--- src/rtl/mau_pkg.sv ---
// Shared encodings for the MEM-stage load/store unit: access sizes, FSM states,
// big-endian byte-enable patterns and the latched operation record.
package mau_pkg;

  localparam int unsigned DATA_W = 32;
  localparam int unsigned BE_W   = 4;

  localparam logic [1:0] SZ_WORD = 2'b00;
  localparam logic [1:0] SZ_RSVD = 2'b01;
  localparam logic [1:0] SZ_BYTE = 2'b10;
  localparam logic [1:0] SZ_HALF = 2'b11;

  localparam logic [BE_W-1:0] BE_NONE    = 4'b0000;
  localparam logic [BE_W-1:0] BE_BYTE0   = 4'b1000;
  localparam logic [BE_W-1:0] BE_HI_HALF = 4'b1100;
  localparam logic [BE_W-1:0] BE_LO_HALF = 4'b0011;
  localparam logic [BE_W-1:0] BE_WORD    = 4'b1111;

  typedef enum logic [1:0] {
    ST_IDLE  = 2'd0,
    ST_ISSUE = 2'd1,
    ST_WAIT  = 2'd2,
    ST_RESP  = 2'd3
  } state_t;

  typedef struct packed {
    logic       write;
    logic [1:0] size;
    logic       is_unsigned;
    logic [1:0] offset;
  } op_t;

  // Byte offset actually used for the access: halves and words are forced down to alignment.
  function automatic logic [1:0] align_offset(input logic [1:0] size, input logic [1:0] lo);
    case (size)
      SZ_WORD: return 2'b00;
      SZ_HALF: return {lo[1], 1'b0};
      default: return lo;
    endcase
  endfunction

endpackage

--- src/rtl/mau_lane_align.sv ---
// Combinational lane steering: store byte enables / lane-aligned write data,
// and load lane extraction with sign or zero extension (big-endian lanes).
module mau_lane_align
  import mau_pkg::*;
(
  input  logic [1:0]        size,
  input  logic [1:0]        offset,
  input  logic              is_unsigned,
  input  logic [DATA_W-1:0] wdata,
  input  logic [DATA_W-1:0] rdata,
  output logic [BE_W-1:0]   byte_en_c,
  output logic [DATA_W-1:0] wdata_c,
  output logic [DATA_W-1:0] rdata_c
);

  logic [4:0]        lane_shift;
  logic [DATA_W-1:0] rdata_sh;
  logic [7:0]        lane8;
  logic [15:0]       lane16;

  assign lane_shift = {offset, 3'b000};
  // Byte offset 0 sits in bits [31:24], so shifting left brings lane k to the top.
  assign rdata_sh   = rdata << lane_shift;
  assign lane8      = rdata_sh[31:24];
  assign lane16     = offset[1] ? rdata[15:0] : rdata[31:16];

  always_comb begin
    byte_en_c = BE_NONE;
    wdata_c   = '0;
    rdata_c   = '0;
    case (size)
      SZ_BYTE: begin
        byte_en_c = BE_BYTE0 >> offset;
        wdata_c   = {wdata[7:0], 24'h0} >> lane_shift;
        rdata_c   = is_unsigned ? {24'h0, lane8} : {{24{lane8[7]}}, lane8};
      end
      SZ_HALF: begin
        byte_en_c = offset[1] ? BE_LO_HALF : BE_HI_HALF;
        wdata_c   = offset[1] ? {16'h0, wdata[15:0]} : {wdata[15:0], 16'h0};
        rdata_c   = is_unsigned ? {16'h0, lane16} : {{16{lane16[15]}}, lane16};
      end
      SZ_WORD: begin
        byte_en_c = BE_WORD;
        wdata_c   = wdata;
        rdata_c   = rdata;
      end
      default: ;
    endcase
  end

endmodule

--- src/rtl/mem_access_unit.sv ---
// MEM-stage load/store initiator with valid/ready memory handshakes and load timeout.
// Optional macro MISALIGN_TRAP_EN: misaligned half/word accesses fault instead of being forced aligned.
module mem_access_unit
  import mau_pkg::*;
#(
  parameter int unsigned TIMEOUT_CYCLES = 256,
  parameter int unsigned CNT_W          = 9
) (
  input  logic              Clk,
  input  logic              Rst_n,
  input  logic              ReqValid,
  output logic              ReqReady,
  input  logic              ReqWrite,
  input  logic [1:0]        ReqSize,
  input  logic              ReqUnsigned,
  input  logic [DATA_W-1:0] Address,
  input  logic [DATA_W-1:0] WriteData,
  output logic              RespValid,
  output logic [DATA_W-1:0] RespData,
  output logic              Fault,
  output logic              Stall,
  output logic              MemReqValid,
  input  logic              MemReqReady,
  output logic              MemWrite,
  output logic [DATA_W-1:0] MemAddr,
  output logic [BE_W-1:0]   MemByteEn,
  output logic [DATA_W-1:0] MemWData,
  input  logic              MemRespValid,
  input  logic [DATA_W-1:0] MemRData
);

  state_t            state_q, state_d;
  op_t               op_q, op_d;
  logic [CNT_W-1:0]  cnt_q, cnt_d;

  logic              req_ready_d, resp_valid_d, fault_d, stall_d;
  logic              mem_req_valid_d, mem_write_d;
  logic [DATA_W-1:0] resp_data_d, mem_addr_d, mem_wdata_d;
  logic [BE_W-1:0]   mem_be_d;

  logic [1:0]        req_off_c, lane_size, lane_off;
  logic              misalign_c, req_fault_c;
  logic [BE_W-1:0]   lane_be;
  logic [DATA_W-1:0] lane_wdata, lane_rdata;

  assign req_off_c = align_offset(ReqSize, Address[1:0]);

`ifdef MISALIGN_TRAP_EN
  assign misalign_c = ((ReqSize == SZ_HALF) && Address[0]) ||
                      ((ReqSize == SZ_WORD) && (Address[1:0] != 2'b00));
`else
  assign misalign_c = 1'b0;
`endif

  assign req_fault_c = (ReqSize == SZ_RSVD) || misalign_c;

  // Steer the lane logic from the incoming request while idle, from the latched op afterwards.
  assign lane_size = (state_q == ST_IDLE) ? ReqSize   : op_q.size;
  assign lane_off  = (state_q == ST_IDLE) ? req_off_c : op_q.offset;

  mau_lane_align u_lane_align (
    .size        (lane_size),
    .offset      (lane_off),
    .is_unsigned (op_q.is_unsigned),
    .wdata       (WriteData),
    .rdata       (MemRData),
    .byte_en_c   (lane_be),
    .wdata_c     (lane_wdata),
    .rdata_c     (lane_rdata)
  );

  // Next-state and next-output logic; every output below is the registered copy.
  always_comb begin
    state_d         = state_q;
    op_d            = op_q;
    cnt_d           = cnt_q;
    req_ready_d     = 1'b0;
    resp_valid_d    = 1'b0;
    resp_data_d     = '0;
    fault_d         = 1'b0;
    stall_d         = 1'b0;
    mem_req_valid_d = 1'b0;
    mem_write_d     = MemWrite;
    mem_addr_d      = MemAddr;
    mem_be_d        = MemByteEn;
    mem_wdata_d     = MemWData;
    case (state_q)
      ST_IDLE: begin
        req_ready_d = 1'b1;
        if (ReqValid) begin
          op_d        = '{write: ReqWrite, size: ReqSize, is_unsigned: ReqUnsigned, offset: req_off_c};
          req_ready_d = 1'b0;
          if (req_fault_c) begin
            state_d      = ST_RESP;
            resp_valid_d = 1'b1;
            fault_d      = 1'b1;
          end else begin
            state_d         = ST_ISSUE;
            stall_d         = 1'b1;
            mem_req_valid_d = 1'b1;
            mem_write_d     = ReqWrite;
            mem_addr_d      = {Address[31:2], 2'b00};
            mem_be_d        = lane_be;
            mem_wdata_d     = lane_wdata;
          end
        end
      end
      ST_ISSUE: begin
        stall_d         = 1'b1;
        mem_req_valid_d = 1'b1;
        if (MemReqReady) begin
          mem_req_valid_d = 1'b0;
          if (op_q.write) begin
            state_d      = ST_RESP;
            resp_valid_d = 1'b1;
            stall_d      = 1'b0;
          end else begin
            state_d = ST_WAIT;
            cnt_d   = '0;
          end
        end
      end
      ST_WAIT: begin
        stall_d = 1'b1;
        if (MemRespValid) begin
          state_d      = ST_RESP;
          resp_valid_d = 1'b1;
          resp_data_d  = lane_rdata;
          stall_d      = 1'b0;
        end else begin
          cnt_d = cnt_q + CNT_W'(1);
          if (cnt_d == CNT_W'(TIMEOUT_CYCLES)) begin
            state_d      = ST_RESP;
            resp_valid_d = 1'b1;
            fault_d      = 1'b1;
            stall_d      = 1'b0;
          end
        end
      end
      ST_RESP: begin
        state_d     = ST_IDLE;
        req_ready_d = 1'b1;
      end
      default: state_d = ST_IDLE;
    endcase
  end

  always_ff @(posedge Clk or negedge Rst_n) begin
    if (!Rst_n) begin
      state_q     <= ST_IDLE;
      op_q        <= '0;
      cnt_q       <= '0;
      ReqReady    <= 1'b1;
      RespValid   <= 1'b0;
      RespData    <= '0;
      Fault       <= 1'b0;
      Stall       <= 1'b0;
      MemReqValid <= 1'b0;
      MemWrite    <= 1'b0;
      MemAddr     <= '0;
      MemByteEn   <= '0;
      MemWData    <= '0;
    end else begin
      state_q     <= state_d;
      op_q        <= op_d;
      cnt_q       <= cnt_d;
      ReqReady    <= req_ready_d;
      RespValid   <= resp_valid_d;
      RespData    <= resp_data_d;
      Fault       <= fault_d;
      Stall       <= stall_d;
      MemReqValid <= mem_req_valid_d;
      MemWrite    <= mem_write_d;
      MemAddr     <= mem_addr_d;
      MemByteEn   <= mem_be_d;
      MemWData    <= mem_wdata_d;
    end
  end

endmodule

--- config.mk ---
export PLATFORM = sky130hd
export DESIGN_NAME = mem_access_unit
export DESIGN_NICKNAME = d
export VERILOG_FILES = /design/src/rtl/mau_pkg.sv /design/src/rtl/mau_lane_align.sv /design/src/rtl/mem_access_unit.sv
export SDC_FILE = /design/constraint.sdc
export NUM_CORES = 1
export LEC_CHECK = 0
export CORE_ASPECT_RATIO = 1.2
export CORE_UTILIZATION = 48
export DETAILED_ROUTE_END_ITERATION = 8
export PLACE_DENSITY = 0.94
export SLEW_MARGIN = 40
export SYNTH_ARGS = -nofsm -noshare
export SYNTH_HDL_FRONTEND = slang
export SYNTH_SLANG_ARGS = --single-unit
--- constraint.sdc ---
create_clock -name Clk -period 5.8 [get_ports Clk]
set_clock_uncertainty 0.15 [all_clocks]
set_input_delay 1.45 -clock Clk [delete_from_list [all_inputs] [get_ports Clk]]
set_output_delay 1.45 -clock Clk [all_outputs]
set_load 0.03 [all_outputs]
==> results.json, run 1 <==
{
  "die_y_um": 120,
  "synth.top_cell.area_share_pct": 54.2,
  "syn_inst": 556,
  "cp.buffers_inverters": 3,
  "antenna_found_initial": 0,
  "fp-row-count": 42,
  "holdPathStages": 2,
  "ctsHoldBuffers": 0,
  "worstMarginPinSlew_ns": 0.778,
  "start_util_pct": 49.7,
  "slew_viol_final": 0,
  "fin_area_um2": 8310,
  "clock_latency_ns": 0.41,
  "cts.path.max_buffers": 2,
  "h-tree-depth": 4,
  "hold_path_class": "reg2reg",
  "critPathArrivalTime_ns": 4.15,
  "slew-limit-headroom_pct": 48.1,
  "critPathSlowestCell": "clkdlybuf4s50_1",
  "endpoint_kind": "flop",
  "power_density_nw_per_um2": 571,
  "place_hpwl_um": 12200,
  "avgSynthCellArea_um2": 9.97,
  "dieArea_um2": 12000,
  "synth.area.top_cells": "dfrtp_1, nand2_1, o21ai_0, a21oi_1, mux4_2",
  "grt_pass1_wl_um": 28600,
  "layout.cells.non_filler": 920,
  "clock-sinks": 121,
  "nFillCells": 753,
  "holdPathEnd": "MemAddr[25]",
  "criticalPathCategory": "in2reg",
  "ant_nets": 0,
  "tritoncts": "yes",
  "synthTopCellsByCount": "nand2_1, dfrtp_1, nor2_1, o21ai_0, a21oi_1",
  "clk_pin_slew_ns": 0.06,
  "grt_start_max_net_pins": 81,
  "synthArstFlopShare_pct": 100,
  "drt_iter0_markers": 407,
  "cts.repair.resized": 0,
  "max_cap_violations": 0,
  "rr_endpoint": "RespData[9]",
  "finalSetupTns_ns": 0,
  "setup_viol": 0,
  "crit_required_ns": 5.93,
  "route.detailed.drc": 0,
  "cp_max_fo": 18,
  "routed_wl_um": 18000,
  "coreArea_um2": 11100,
  "whs_ns": 0.325,
  "drt-pass1-iter-count": 6,
  "ys_seq_elements": 121,
  "synth_edf_count": 0,
  "ios": 211,
  "hold_viol": 0,
  "grt_use_total_pct": 31.0,
  "placed_cells": 888,
  "rsz0062_at_grt": "false",
  "critPathMaxStageDelay_ns": 0.54,
  "synth_warnings": 0,
  "cts_root_buf": "clkbuf_16",
  "worst_slack_ns": 1.78,
  "place_area_um2": 7710,
  "portBuffers": 208,
  "synth_cell_types": 51,
  "pre_cts_ws_ns": 1.49,
  "finalCritPeriodShare_pct": 69.4,
  "netlist_area_um2": 5540,
  "yosysMostFrequentCell": "nand2_1",
  "num-nets-final": 866,
  "ff2ff_path_depth": 8,
  "cts_made_buffers": 17,
  "die_w_um": 100,
  "cellLeakagePower_nw": 3.63,
  "timing.fmax_mhz": 249,
  "via_count": 5407,
  "viasPerCell": 5.88,
  "gp_congestion": 0.858,
  "cts_setup_buffers": 0,
  "wire_per_inst_um": 19.6,
  "ys.flop_type": "dfrtp_1",
  "hp-start": "MemAddr[25]",
  "r2r_slack_ns": 2.44,
  "synth-seq-area-share_pct": 54.7,
  "crit_path_start_kind": "input pin",
  "regArea_um2": 3030,
  "multiInputGateArea_um2": 2330,
  "grt_pass1_vias": 5679,
  "r2r-start": "state_q[1]",
  "final_layout_size_suffix_gt1_share_pct": 8.22,
  "yosysTopAreaCell": "dfrtp_1",
  "critical_path.cell_chain": "clkdlybuf4s50_1 > inv_1 > ha_1 > nand2b_1 > a31o_2 > nor2_1 > buf_4 > a22oi_1 > a21oi_1",
  "crit_family": "buffers and inverters",
  "post-route-min-period_ns": 4.02,
  "max-vdd-ir-drop_mv": 0.393,
  "area_growth_pct": 50.0,
  "grt_overflow_total": 0,
  "outcome": "completed",
  "n_antenna_cell": 0
}
worst max-delay path by stage:
stage	start	endpoint	slack (ns)	depth (start not counted)
after global routing	ReqSize[1]	RespData[9]	1.69	9
after floorplan	ReqSize[1]	RespData[20]	2.32	9
after global placement	ReqSize[1]	RespData[30]	1.61	9
after CTS	ReqSize[1]	RespData[9]	1.89	9
after detailed placement	ReqSize[1]	RespData[22]	1.49	9
final	ReqSize[1]	RespData[9]	1.78	9
layout make-up:
cell class	count	area share, %
Tap cell	154	2.32
Inverter	8	0.361
Multi-Input combinational cell	391	28.0
Timing Repair Buffer	214	25.6
Sequential cell	121	36.4
Clock inverter	14	2.09
Clock buffer	18	5.16
cell families (layout without fill, tap and decap cells):
kind of cell    after synthesis  in the layout  share of synthesized area, %
compound gates              141            141                          17.6
fa+ha+maj                     8              8                          1.81
xor+xnor                      4              4                         0.632
flops                       121            121                          54.7
simple gates                217            217                          16.2
mux                          19             19                          5.22
other cells                   1              2                        0.0677
buf+inv                      45            254                          3.84
report_power, final:
group | internal, mW | leakage, nW | switching [mW]
Sequential | 1.14 | 1.58 | 0.193
Combinational | 0.916 | 1.77 | 1.42
Clock | 0.677 | 0.282 | 0.400
Total | 2.73 | 3.63 | 2.01
per-stage QoR:
stage | util, % | power, mW
after global placement | 69.0 | 3.51
after floorplan | - | 2.75
after global routing | 74.6 | 4.96
after CTS | 74.6 | 4.73
after detailed placement | 69.2 | 3.62
final | 74.6 | 4.75
sequential cells by signal (all words and copies together), names as in the netlist:
name,flops
MemByteEn,4
state_q,2
ReqReady,1
RespValid,1
cnt_q,9
MemAddr,30
MemWrite,1
Fault,1
Stall,1
MemWData,32
op_q,6
RespData,32
MemReqValid,1
worst register-to-register path: cells and delay by family, from the launching register on:
kind | cells | cell delay [ns]
fa+ha+maj | 1 | 0.68
buf+inv | 2 | 0.43
simple gates | 2 | 0.49
flops | 1 | 0.42
compound gates | 3 | 1.00
per-layer routing:
metal / GRT usage, % / vias up / routed length [um]
li1: - / 2351 / -
met1: 33.7 / 2663 / 6290
met2: 54.3 / 317 / 9410
met3: 8.68 / 76 / 1500
met4: 16.9 / 0 / 805
met5: 0 / - / 0
layout by cell type, fill, tap and decap left out, drive strengths merged, types with 4 or more instances in the layout:
| master | count |
|---|---|
| a21oi | 34 |
| a221oi | 9 |
| a222oi | 14 |
| a22o | 11 |
| a22oi | 17 |
| buf | 7 |
| clkbuf | 18 |
| clkdlybuf4s50 | 207 |
| clkinv | 6 |
| clkinvlp | 4 |
| dfrtp | 120 |
| ha | 8 |
| inv | 9 |
| mux2 | 6 |
| mux2i | 6 |
| mux4 | 7 |
| nand2 | 153 |
| nand3 | 7 |
| nor2 | 37 |
| nor2b | 4 |
| o21ai | 36 |
No activity file was read; power rests on OpenSTA's default activity.
==> run 2: changes to the inputs <==
--- a/config.mk
+++ b/config.mk
@@ -6,9 +6,9 @@
 export NUM_CORES = 1
 export LEC_CHECK = 0
 export CORE_ASPECT_RATIO = 1.2
-export CORE_UTILIZATION = 48
+export CORE_UTILIZATION = 44
 export DETAILED_ROUTE_END_ITERATION = 8
-export PLACE_DENSITY = 0.94
+export PLACE_DENSITY = 0.88
 export SLEW_MARGIN = 40
 export SYNTH_ARGS = -nofsm -noshare
 export SYNTH_HDL_FRONTEND = slang
==> constraint.sdc (replaced) <==
create_clock -name Clk -period 3.8 [get_ports Clk]
set_clock_uncertainty 0.15 [all_clocks]
set_input_delay 0.95 -clock Clk [delete_from_list [all_inputs] [get_ports Clk]]
set_output_delay 0.95 -clock Clk [all_outputs]
set_load 0.03 [all_outputs]
==> run 2 against run 1 <==
Compared with the run above: first-iteration DRC count rose by 10%; power rose by 53%; highest routed layer unchanged; combinational power is 52% higher; largest power group unchanged; flip-flop and latch count unchanged.
==> results.json, run 2 (synthesis gave the netlist of run 1 again) <==
{
  "outcome": "completed",
  "die_w_um": 104,
  "die_y_um": 125,
  "final_common_cell": "clkdlybuf4s50_1",
  "reg_top3": "MemWData x32, RespData x32, MemAddr x30",
  "antenna_found_initial": 1,
  "ff2ff_path_depth": 8,
  "area_growth_pct": 51.2,
  "routed_wl_um": 16400,
  "clk_pin_slew_ns": 0.06,
  "post-route-min-period_ns": 3.34,
  "hold_path_class": "reg2reg",
  "place_hpwl_um": 11600,
  "grt_overflow_total": 0,
  "route.detailed.drc": 0,
  "rsz0062_at_grt": "false",
  "tritoncts": "yes",
  "cp_max_fo": 10,
  "layout_common_cells": "clkdlybuf4s50_1, nand2_1, dfrtp_1, nor2_1, o21ai_0",
  "cts_root_buf": "clkbuf_16",
  "timing.fmax_mhz": 299,
  "grt_start_max_net_pins": 65,
  "cts_made_buffers": 17,
  "worstMarginPinSlew_ns": 0.780,
  "cts_setup_buffers": 0,
  "crit_path_start_kind": "input pin",
  "rr_endpoint": "RespData[5]",
  "via_count": 5237,
  "criticalPathCategory": "in2reg",
  "endpoint": "RespData[5]",
  "portBuffers": 208,
  "clock-sinks": 121,
  "drt-pass1-iter-count": 7,
  "ant_nets": 0,
  "grt_use_total_pct": 25.9,
  "max_cap_violations": 0,
  "slew_viol_final": 0,
  "grt_pass1_vias": 5370,
  "num-nets-final": 870,
  "clock_latency_ns": 0.40,
  "drt_iter0_markers": 449,
  "h-tree-depth": 4,
  "finalSetupTns_ns": 0,
  "start_util_pct": 45.5,
  "cellLeakagePower_nw": 3.67,
  "slew-limit-headroom_pct": 48.0,
  "hold_viol": 0,
  "ctsHoldBuffers": 0,
  "max-vdd-ir-drop_mv": 0.512,
  "dieArea_um2": 13000,
  "endpoint_kind": "flop",
  "finalPower_mw": 7.26,
  "fp-row-count": 44,
  "gp_congestion": 0.850,
  "cts.repair.resized": 0,
  "finalCritPeriodShare_pct": 88.0,
  "coreArea_um2": 12200,
  "crit_required_ns": 3.92,
  "wire_per_inst_um": 17.6,
  "viasPerCell": 5.62,
  "r2r-start": "state_q[1]",
  "grt_pass1_wl_um": 26600,
  "power_density_nw_per_um2": 866,
  "startpoint": "ReqSize[1]",
  "r2r_slack_ns": 0.70,
  "final_layout_size_suffix_gt1_share_pct": 8.70,
  "ios": 211,
  "cts.path.max_buffers": 2,
  "setup_viol": 0,
  "critPathArrivalTime_ns": 3.47
}
run 2: changes by cell type in the layout (fill, tap and decap cells not counted), sizes merged:
cell / change
buf: +4
clkbuf: +1
clkinv: -2
clkinvlp: -1
diode: +1
inv: +2
run 2: power breakdown:
group | leakage, nW | total [mW] | internal (mW) | switching (mW)
Combinational | 1.80 | 3.56 | 1.44 | 2.13
Clock | 0.296 | 1.67 | 1.07 | 0.599
Sequential | 1.58 | 2.02 | 1.74 | 0.280
Total | 3.67 | 7.26 | 4.25 | 3.01
run 2: worst min path at each step:
stage | from | to | cells after the start
floorplan | op_q[1] | op_q[1] | 2
global placement | MemAddr[12] | MemAddr[12] | 2
detailed placement | MemAddr[18] | MemAddr[18] | 2
CTS | MemAddr[18] | MemAddr[18] | 2
global route | MemAddr[31] | MemAddr[31] | 2
finish | MemAddr[16] | MemAddr[16] | 2
run 2: layer usage:
metal  GRT usage [%]  vias to the layer above  share of wire [%]
met2            44.8                      320                 52
met3            6.62                       49                8.5
met5               0                        -                  0
li1                -                     2359                  -
met1            29.4                     2509                 36
met4            13.4                        0                3.2
run 2: cell type report:
class,count,area (um^2)
diodes,1,2.50
clock buffers,19,453
clock inverters,13,166
fillers,862,3790
inverters,8,30.0
multi-input cells,391,2310
flip-flops and latches,121,3030
well taps,161,201
repair buffers,218,2180
run 2: critical path, cell delays in order:
cell and delay [ns]:
clkdlybuf4s50_1 0.55, inv_1 0.10, ha_1 0.30, nor2b_1 0.23, mux2_4 0.31, mux4_2 0.53
a222oi_1 0.40, nor2_1 0.09
run 2: metrics by stage:
| stage | cells | hold slack, ns | cell area, um^2 | utilization (%) | worst slack, ns |
|---|---|---|---|---|---|
| floorplan | 557 | 0.292 | 5550 | - | 0.816 |
| global placement | 899 | 0.307 | 7750 | 63.7 | 0.255 |
| detailed placement | 899 | 0.313 | 7750 | 63.7 | 0.140 |
| CTS | 931 | 0.328 | 8370 | 68.8 | 0.502 |
| global route | 932 | 0.355 | 8380 | 68.9 | 0.395 |
| finish | 932 | 0.328 | 8380 | 68.9 | 0.457 |
